**src/rtl/data_distributor.sv**
```systemverilog
// Data distributor: four 16-bit output slots, written either one at a time
// (direct write) or as a four-sample burst capture that may contain gaps.
// Every output comes straight from a register.
module data_distributor #(
   parameter logic [15:0] RESET_VALUE = 16'h0000
) (
   input  logic        clk,
   input  logic        rst,
   input  logic [15:0] data_in,
   input  logic        wr_en,
   input  logic [1:0]  wr_sel,
   input  logic        burst_start,
   input  logic        in_valid,
   input  logic        burst_abort,
   output logic [15:0] data0,
   output logic [15:0] data1,
   output logic [15:0] data2,
   output logic [15:0] data3,
   output logic [3:0]  slot_valid,
   output logic        busy,
   output logic        done
);

   localparam logic [1:0] StIdle    = 2'd0;
   localparam logic [1:0] StCapture = 2'd1;
   localparam logic [1:0] StDone    = 2'd2;

   logic [1:0]  state_q, state_d;
   logic [1:0]  ptr_q, ptr_d;
   logic [15:0] data_q [4];
   logic [15:0] data_d [4];
   logic [3:0]  slot_valid_q, slot_valid_d;
   logic        busy_q, busy_d;
   logic        done_q, done_d;

   // Next-state logic for the FSM, slot pointer and slot contents
   always_comb begin
      state_d      = state_q;
      ptr_d        = ptr_q;
      data_d       = data_q;
      slot_valid_d = slot_valid_q;

      case (state_q)
         StIdle: begin
            // burst_start takes priority; a simultaneous direct write is dropped
            if (burst_start) begin
               state_d      = StCapture;
               ptr_d        = 2'd0;
               slot_valid_d = 4'b0000;
            end else if (wr_en) begin
               data_d[wr_sel]       = data_in;
               slot_valid_d[wr_sel] = 1'b1;
            end
         end
         StCapture: begin
            // Abort wins over a sample arriving in the same cycle
            if (burst_abort) begin
               state_d = StIdle;
            end else if (in_valid) begin
               data_d[ptr_q]       = data_in;
               slot_valid_d[ptr_q] = 1'b1;
               ptr_d               = ptr_q + 2'd1;
               if (ptr_q == 2'd3) begin
                  state_d = StDone;
               end
            end
         end
         StDone: begin
            state_d = StIdle;
         end
         default: begin
            state_d = StIdle;
            ptr_d   = 2'd0;
         end
      endcase
   end

   // Status flags are registered copies of the next state so that they
   // line up with the state register without a combinational output path
   always_comb begin
      busy_d = (state_d == StCapture);
      done_d = (state_d == StDone);
   end

   // State registers with synchronous active-high reset
   always_ff @(posedge clk) begin
      if (rst) begin
         state_q      <= StIdle;
         ptr_q        <= 2'd0;
         slot_valid_q <= 4'b0000;
         busy_q       <= 1'b0;
         done_q       <= 1'b0;
         for (int i = 0; i < 4; i++) begin
            data_q[i] <= RESET_VALUE;
         end
      end else begin
         state_q      <= state_d;
         ptr_q        <= ptr_d;
         slot_valid_q <= slot_valid_d;
         busy_q       <= busy_d;
         done_q       <= done_d;
         for (int i = 0; i < 4; i++) begin
            data_q[i] <= data_d[i];
         end
      end
   end

   assign data0      = data_q[0];
   assign data1      = data_q[1];
   assign data2      = data_q[2];
   assign data3      = data_q[3];
   assign slot_valid = slot_valid_q;
   assign busy       = busy_q;
   assign done       = done_q;

endmodule

```
**config.mk**
```make
export PLATFORM = sky130hd
export DESIGN_NAME = data_distributor
export DESIGN_NICKNAME = d
export VERILOG_FILES = /design/src/rtl/data_distributor.sv
export SDC_FILE = /design/constraint.sdc
export NUM_CORES = 1
export LEC_CHECK = 0
export CELL_PAD_IN_SITES_DETAIL_PLACEMENT = 0
export CELL_PAD_IN_SITES_GLOBAL_PLACEMENT = 1
export CORE_MARGIN = 8
export CORE_UTILIZATION = 33
export CTS_BUF_LIST = sky130_fd_sc_hd__clkbuf_8
export CTS_CLUSTER_SIZE = 10
export DETAILED_ROUTE_END_ITERATION = 10
export PLACE_DENSITY = 0.85
export SYNTH_ARGS = -nofsm -noshare
export SYNTH_HDL_FRONTEND = slang
export SYNTH_SLANG_ARGS = --single-unit
```
**constraint.sdc**
```tcl
create_clock -name clk -period 1.44 [get_ports clk]
set_input_delay 0.288 -clock clk [delete_from_list [all_inputs] [get_ports clk]]
set_output_delay 0.288 -clock clk [all_outputs]
set_load 0.02 [all_outputs]
```
==> flow_summary.toml, run 1 <==
[status]
status = "finished, violations left"
violations = "negative setup slack"

[power]
pwr-share-comb_pct = 13.2
p_total_mw = 4.58
p_switching_mw = 1.13
p_sw_share_pct = 24.7
ir_drop_mv = 0.419
clockPowerShare_pct = 40.0
p_leak_nw = 2.33
p_int_mw = 3.44
pwr-share-seq_pct = 46.8
power.density_nw_per_um2 = 989

[sta]
slew_viol_final = 0
hold_violations = 0
slew_headroom_pct = 80.8
setup_viol = 66
max_freq_ghz = 0.634
skew_ps = 13.0
setup_tns_ps = -4880
period_share_pct = 110
tightest_slew_ps = 287
period_minus_slack_ps = 1580
grt_setup_unrepaired = "yes"
setup_slack_ps = -138

[die]
initial_utilization_pct = 33.8
die_w_um = 113
io_pins = 94
core_region_area_sq_um = 9150
rows = 35
dieArea_sq_um = 12700
dieHeight_um = 113

[grt]
grt_pass1_vias = 2571
grt_antenna_before_repair = 0
grt_pass1_wl_um = 13300
overflow = 0
grtUsageTotal_pct = 13.1
grt_max_degree = 54

[drt]
drtPass1Iterations = 4
vias_per_cell = 4.55
wl_per_cell_um = 15.9
drc = 0
wirelength_um = 8250
ant_nets = 0
drtIter0Drc = 58
vias = 2366

[clocking]
clock_latency_ps = 350
cts_hold_buf = 0
cts_tree = "done"
clk_pin_slew_ps = 80
clockRootBuffer = "clkbuf_8"
htreeDepth = 3
cts_buffer_depth = 2
cts_buffers = 9
clock-sinks = 74

[critical_path]
worstPathArrival_ps = 1810
end_kind = "flip-flop"
worstSetupPathType = "reg -> reg"
cp_max_fo = 7
worst_setup_path_start_kind = "flip-flop"
cp.required_ps = 1680

[synthesis]
ys_types = 27
ys_seq_area_share_pct = 47.9
syn_inst = 291
avgSynthCellArea_sq_um = 10.6
synth_nets = 319
mappedNetlistArea_sq_um = 3100
synth_seq_cells = 74
yosys_warnings = 0

[cells_and_area]
drive_above_1_share_pct = 15.9
fin_nets = 432
diodes = 0
n_fill_cell = 850
area_growth_pct = 49.5
final_cell_mix = "81 x nand2b_1, 72 x dlygate4sd2_1, 70 x dfxtp_1"
final_common_cell = "nand2b_1"

[placed_design]
place.gp.congestion = 0.732
port-buffer-count = 93
hpwl_um = 5690

[min_path]
min_path_type = "in -> reg"

[job]
maxCapViolations = 0
==> per-layer routing <==
metal	global-route usage (%)	part of all wire, %
met1	15.8	46
met2	21.1	46
met3	5.01	6.5
met4	4.26	1.3
met5	0	0
==> state kept, by name, indices dropped and copies added (netlist names) <==
register and count:
ptr_q 2, done 1, state_q 2, data3 16
data1 16, busy 1, data0 16, data2 16
slot_valid 4
==> per-stage QoR <==
step / worst slack, ps / instances / utilization [%] / hold WS, ps / instance area, sq um
global route: -223 / 520 / 50.6 / 383 / 4630
global placement: -526 / 497 / 46.7 / 444 / 4280
CTS: -119 / 518 / 50.0 / 353 / 4580
floorplan: -64.5 / 291 / - / 358 / 3110
detailed placement: -563 / 497 / 46.7 / 454 / 4280
finish: -138 / 520 / 50.6 / 365 / 4630
==> Yosys cell counts <==
cell type	count	area (sq um)
nand2b_1	84	526
dfxtp_1	74	1480
mux2i_1	68	681
clkbuf_1	10	37.5
a21oi_1	7	35.0
nand2_1	6	22.5
nor2_1	5	18.8
buf_4	4	30.0
ha_1	4	50.1
inv_1	4	15.0
nor2b_1	4	25.0
buf_6	3	33.8
buf_2	2	10.0
nor3_1	2	10.0
nor4_1	2	12.5
a21oi_2	1	8.76
and3_1	1	6.26
and4bb_1	1	12.5
buf_12	1	20.0
nand3b_1	1	7.51
nand4b_1	1	8.76
nor3b_1	1	7.51
o21ai_1	1	5.00
o21ai_2	1	8.76
o21bai_1	1	7.51
o22ai_1	1	6.26
or3b_1	1	8.76
==> power groups by stage <==
stage          clock network [mW]  logic [mW]  registers, mW
6_report                     1.83       0.603           2.14
2_1_floorplan                   0       0.243           2.26
3_3_place_gp                    0       0.576           2.19
3_5_place_dp                    0       0.585           2.19
4_1_cts                      1.87       0.596           2.14
5_1_grt                      1.96       0.650           2.15
==> path summary, 6_finish.rpt <==
| check | from | end | slack, ps | cells after the start |
|---|---|---|---|---|
| worst max-delay path | state_q[0] | data3[4] | -140 | 6 |
| worst min-delay path | rst | ptr_q[0] | 360 | 3 |
| worst max register to register | state_q[0] | data3[4] | -140 | 6 |
| worst min register to register | slot_valid[2] | slot_valid[2] | 470 | 2 |
==> layout make-up <==
cell class                      count  area, sq um  area share, %
Inverter                            4         15.0          0.324
Clock inverter                      6         90.1           1.95
Tap cell                          111          139           3.00
Sequential cell                    74         1490           32.2
Multi-Input combinational cell    193         1550           33.6
Clock buffer                       10          138           2.97
Timing Repair Buffer              122         1200           26.0
==> logic make-up after synthesis <==
logic type / Yosys count / synth area share [%]
AND/OR/NAND/NOR: 109 / 21.5
multiplexers: 68 / 22.0
buffers and inverters: 24 / 4.73
flip-flops: 74 / 47.9
adder cells (fa/ha/maj): 4 / 1.62
AO/OA/AOI/OAI: 12 / 2.30
==> timing repair <==
item | in CTS | in global routing
gates cloned | 2 | 1
buffers inserted | 4 | 1
gates resized for setup | 100 | 4
setup endpoints to repair | 138 | 68
pin swaps | 3 | 3
==> worst max-delay path: stages (launching register included) <==
cell       delay, ps
dfxtp_4          370
or3b_1           360
a21oi_2          190
buf_4            170
o21ai_4           90
clkbuf_16        180
mux2i_1          110
No activity file was read; power rests on OpenSTA's default activity.
==> run 2, diff against run 1 <==
SKIP_LAST_GASP = 1   (was default)
==> run 2 against run 1 <==
- the flow still finishes with violations (negative setup slack)
- via count grew 0.42%
- sequential power is essentially flat
- core utilization is essentially flat
- die area is the same
- non-clock buffer count is the same
- global-route usage is the same
- first-iteration DRC count is the same
- worst setup slack gained 1.5 ps
- final cell count is the same
- sequential share of layout area is essentially flat
- highest routed layer unchanged
==> flow_summary.toml, run 2 (synthesized netlist as in run 1, its figures left out) <==
[clocking]
htreeDepth = 3
clk_pin_slew_ps = 80
clock-sinks = 74
clockRootBuffer = "clkbuf_8"
clock_latency_ps = 350
cts_tree = "done"
cts_buffer_depth = 2
cts_hold_buf = 0
cts_buffers = 9

[sta]
setup_slack_ps = -137
grt_setup_unrepaired = "yes"
setup_viol = 66
hold_violations = 0
slew_headroom_pct = 80.8
skew_ps = 12.6
max_freq_ghz = 0.634
period_share_pct = 110
slew_viol_final = 0
period_minus_slack_ps = 1580
tightest_slew_ps = 287

[cells_and_area]
fin_nets = 432
diodes = 0
n_fill_cell = 851
final_cell_mix = "81 x nand2b_1, 72 x dlygate4sd2_1, 70 x dfxtp_1"
stdcell_area_sq_um = 4620
area_growth_pct = 49.4
drive_above_1_share_pct = 15.6
final_common_cell = "nand2b_1"
utilization_pct = 50.5

[die]
initial_utilization_pct = 33.8
dieHeight_um = 113
die_w_um = 113
io_pins = 94
dieArea_sq_um = 12700
rows = 35
core_region_area_sq_um = 9150

[critical_path]
end_kind = "flip-flop"
worstPathArrival_ps = 1810
worstSetupPathType = "reg -> reg"
worst_setup_path_start_kind = "flip-flop"
cp_max_fo = 7
cp.required_ps = 1680
r2r_slack_ps = -140

[placed_design]
place.gp.congestion = 0.732
hpwl_um = 5690
pre_cts_ws_ps = -563
placed_area_sq_um = 4280
port-buffer-count = 93

[grt]
grt_antenna_before_repair = 0
grt_max_degree = 54
grt_pass1_wl_um = 13300
grtUsageTotal_pct = 13.1
overflow = 0
grt_pass1_vias = 2571

[drt]
drtPass1Iterations = 4
drc = 0
ant_nets = 0
wirelength_um = 8250
wl_per_cell_um = 15.9
vias = 2376
vias_per_cell = 4.57
drtIter0Drc = 58

[power]
ir_drop_mv = 0.419
power.density_nw_per_um2 = 990
p_total_mw = 4.58
p_leak_nw = 2.33

[status]
status = "finished, violations left"
violations = "negative setup slack"

[job]
maxCapViolations = 0

[min_path]
min_path_type = "in -> reg"
==> run 2: what timing repair did <==
action,4_1_cts,5_1_grt
gates resized for setup,100,3
gates cloned,2,1
pin swaps,3,3
endpoints found under the setup margin,138,68
buffers inserted,4,1
==> run 2: path summary, 6_finish.rpt <==
check / startpoint / end / cells past startpoint
worst max-delay path: state_q[0] / data3[4] / 6
worst max register to register: state_q[0] / data3[4] / 6
worst min register to register: slot_valid[2] / slot_valid[2] / 2
worst min-delay path: rst / ptr_q[0] / 3
==> run 2: power by group <==
| group | internal (mW) | leakage (nW) | switching [mW] |
|---|---|---|---|
| registers | 2.11 | 0.602 | 0.0372 |
| clock network | 1.03 | 0.112 | 0.805 |
| logic | 0.312 | 1.62 | 0.291 |
| total | 3.44 | 2.33 | 1.13 |
==> run 2: cell type report <==
type | instances | area [sq um] | area share [%]
sequential | 74 | 1490 | 32.2
tap | 111 | 139 | 3.00
inverter | 4 | 15.0 | 0.325
multi-input combinational | 193 | 1550 | 33.5
clock inverter | 6 | 90.1 | 1.95
clock buffer | 10 | 138 | 2.98
timing repair buffer | 122 | 1200 | 26.0
==> run 2: stage by stage <==
| stage | std cells | hold WS, ps | setup TNS (ps) |
|---|---|---|---|
| after floorplan | 291 | 358 | -1350 |
| final | 520 | 365 | -4840 |
| after global placement | 497 | 444 | -28980 |
| after detailed placement | 497 | 454 | -30690 |
| after global routing | 520 | 383 | -10160 |
| after CTS | 518 | 353 | -5010 |
==> run 2: critical path: stages (launching register included) <==
cell	delay, ps
dfxtp_4	370
or3b_1	360
a21oi_2	190
buf_4	170
o21ai_4	90
clkbuf_16	180
mux2i_1	110
==> run 2: routing by layer <==
| layer | track usage (%) | vias to the layer above | routed length (um) |
|---|---|---|---|
| li1 | - | 1191 | - |
| met1 | 15.8 | 1104 | 3810 |
| met2 | 21.1 | 70 | 3770 |
| met3 | 5.01 | 11 | 558 |
| met4 | 4.26 | 0 | 109 |
| met5 | 0 | - | 0 |
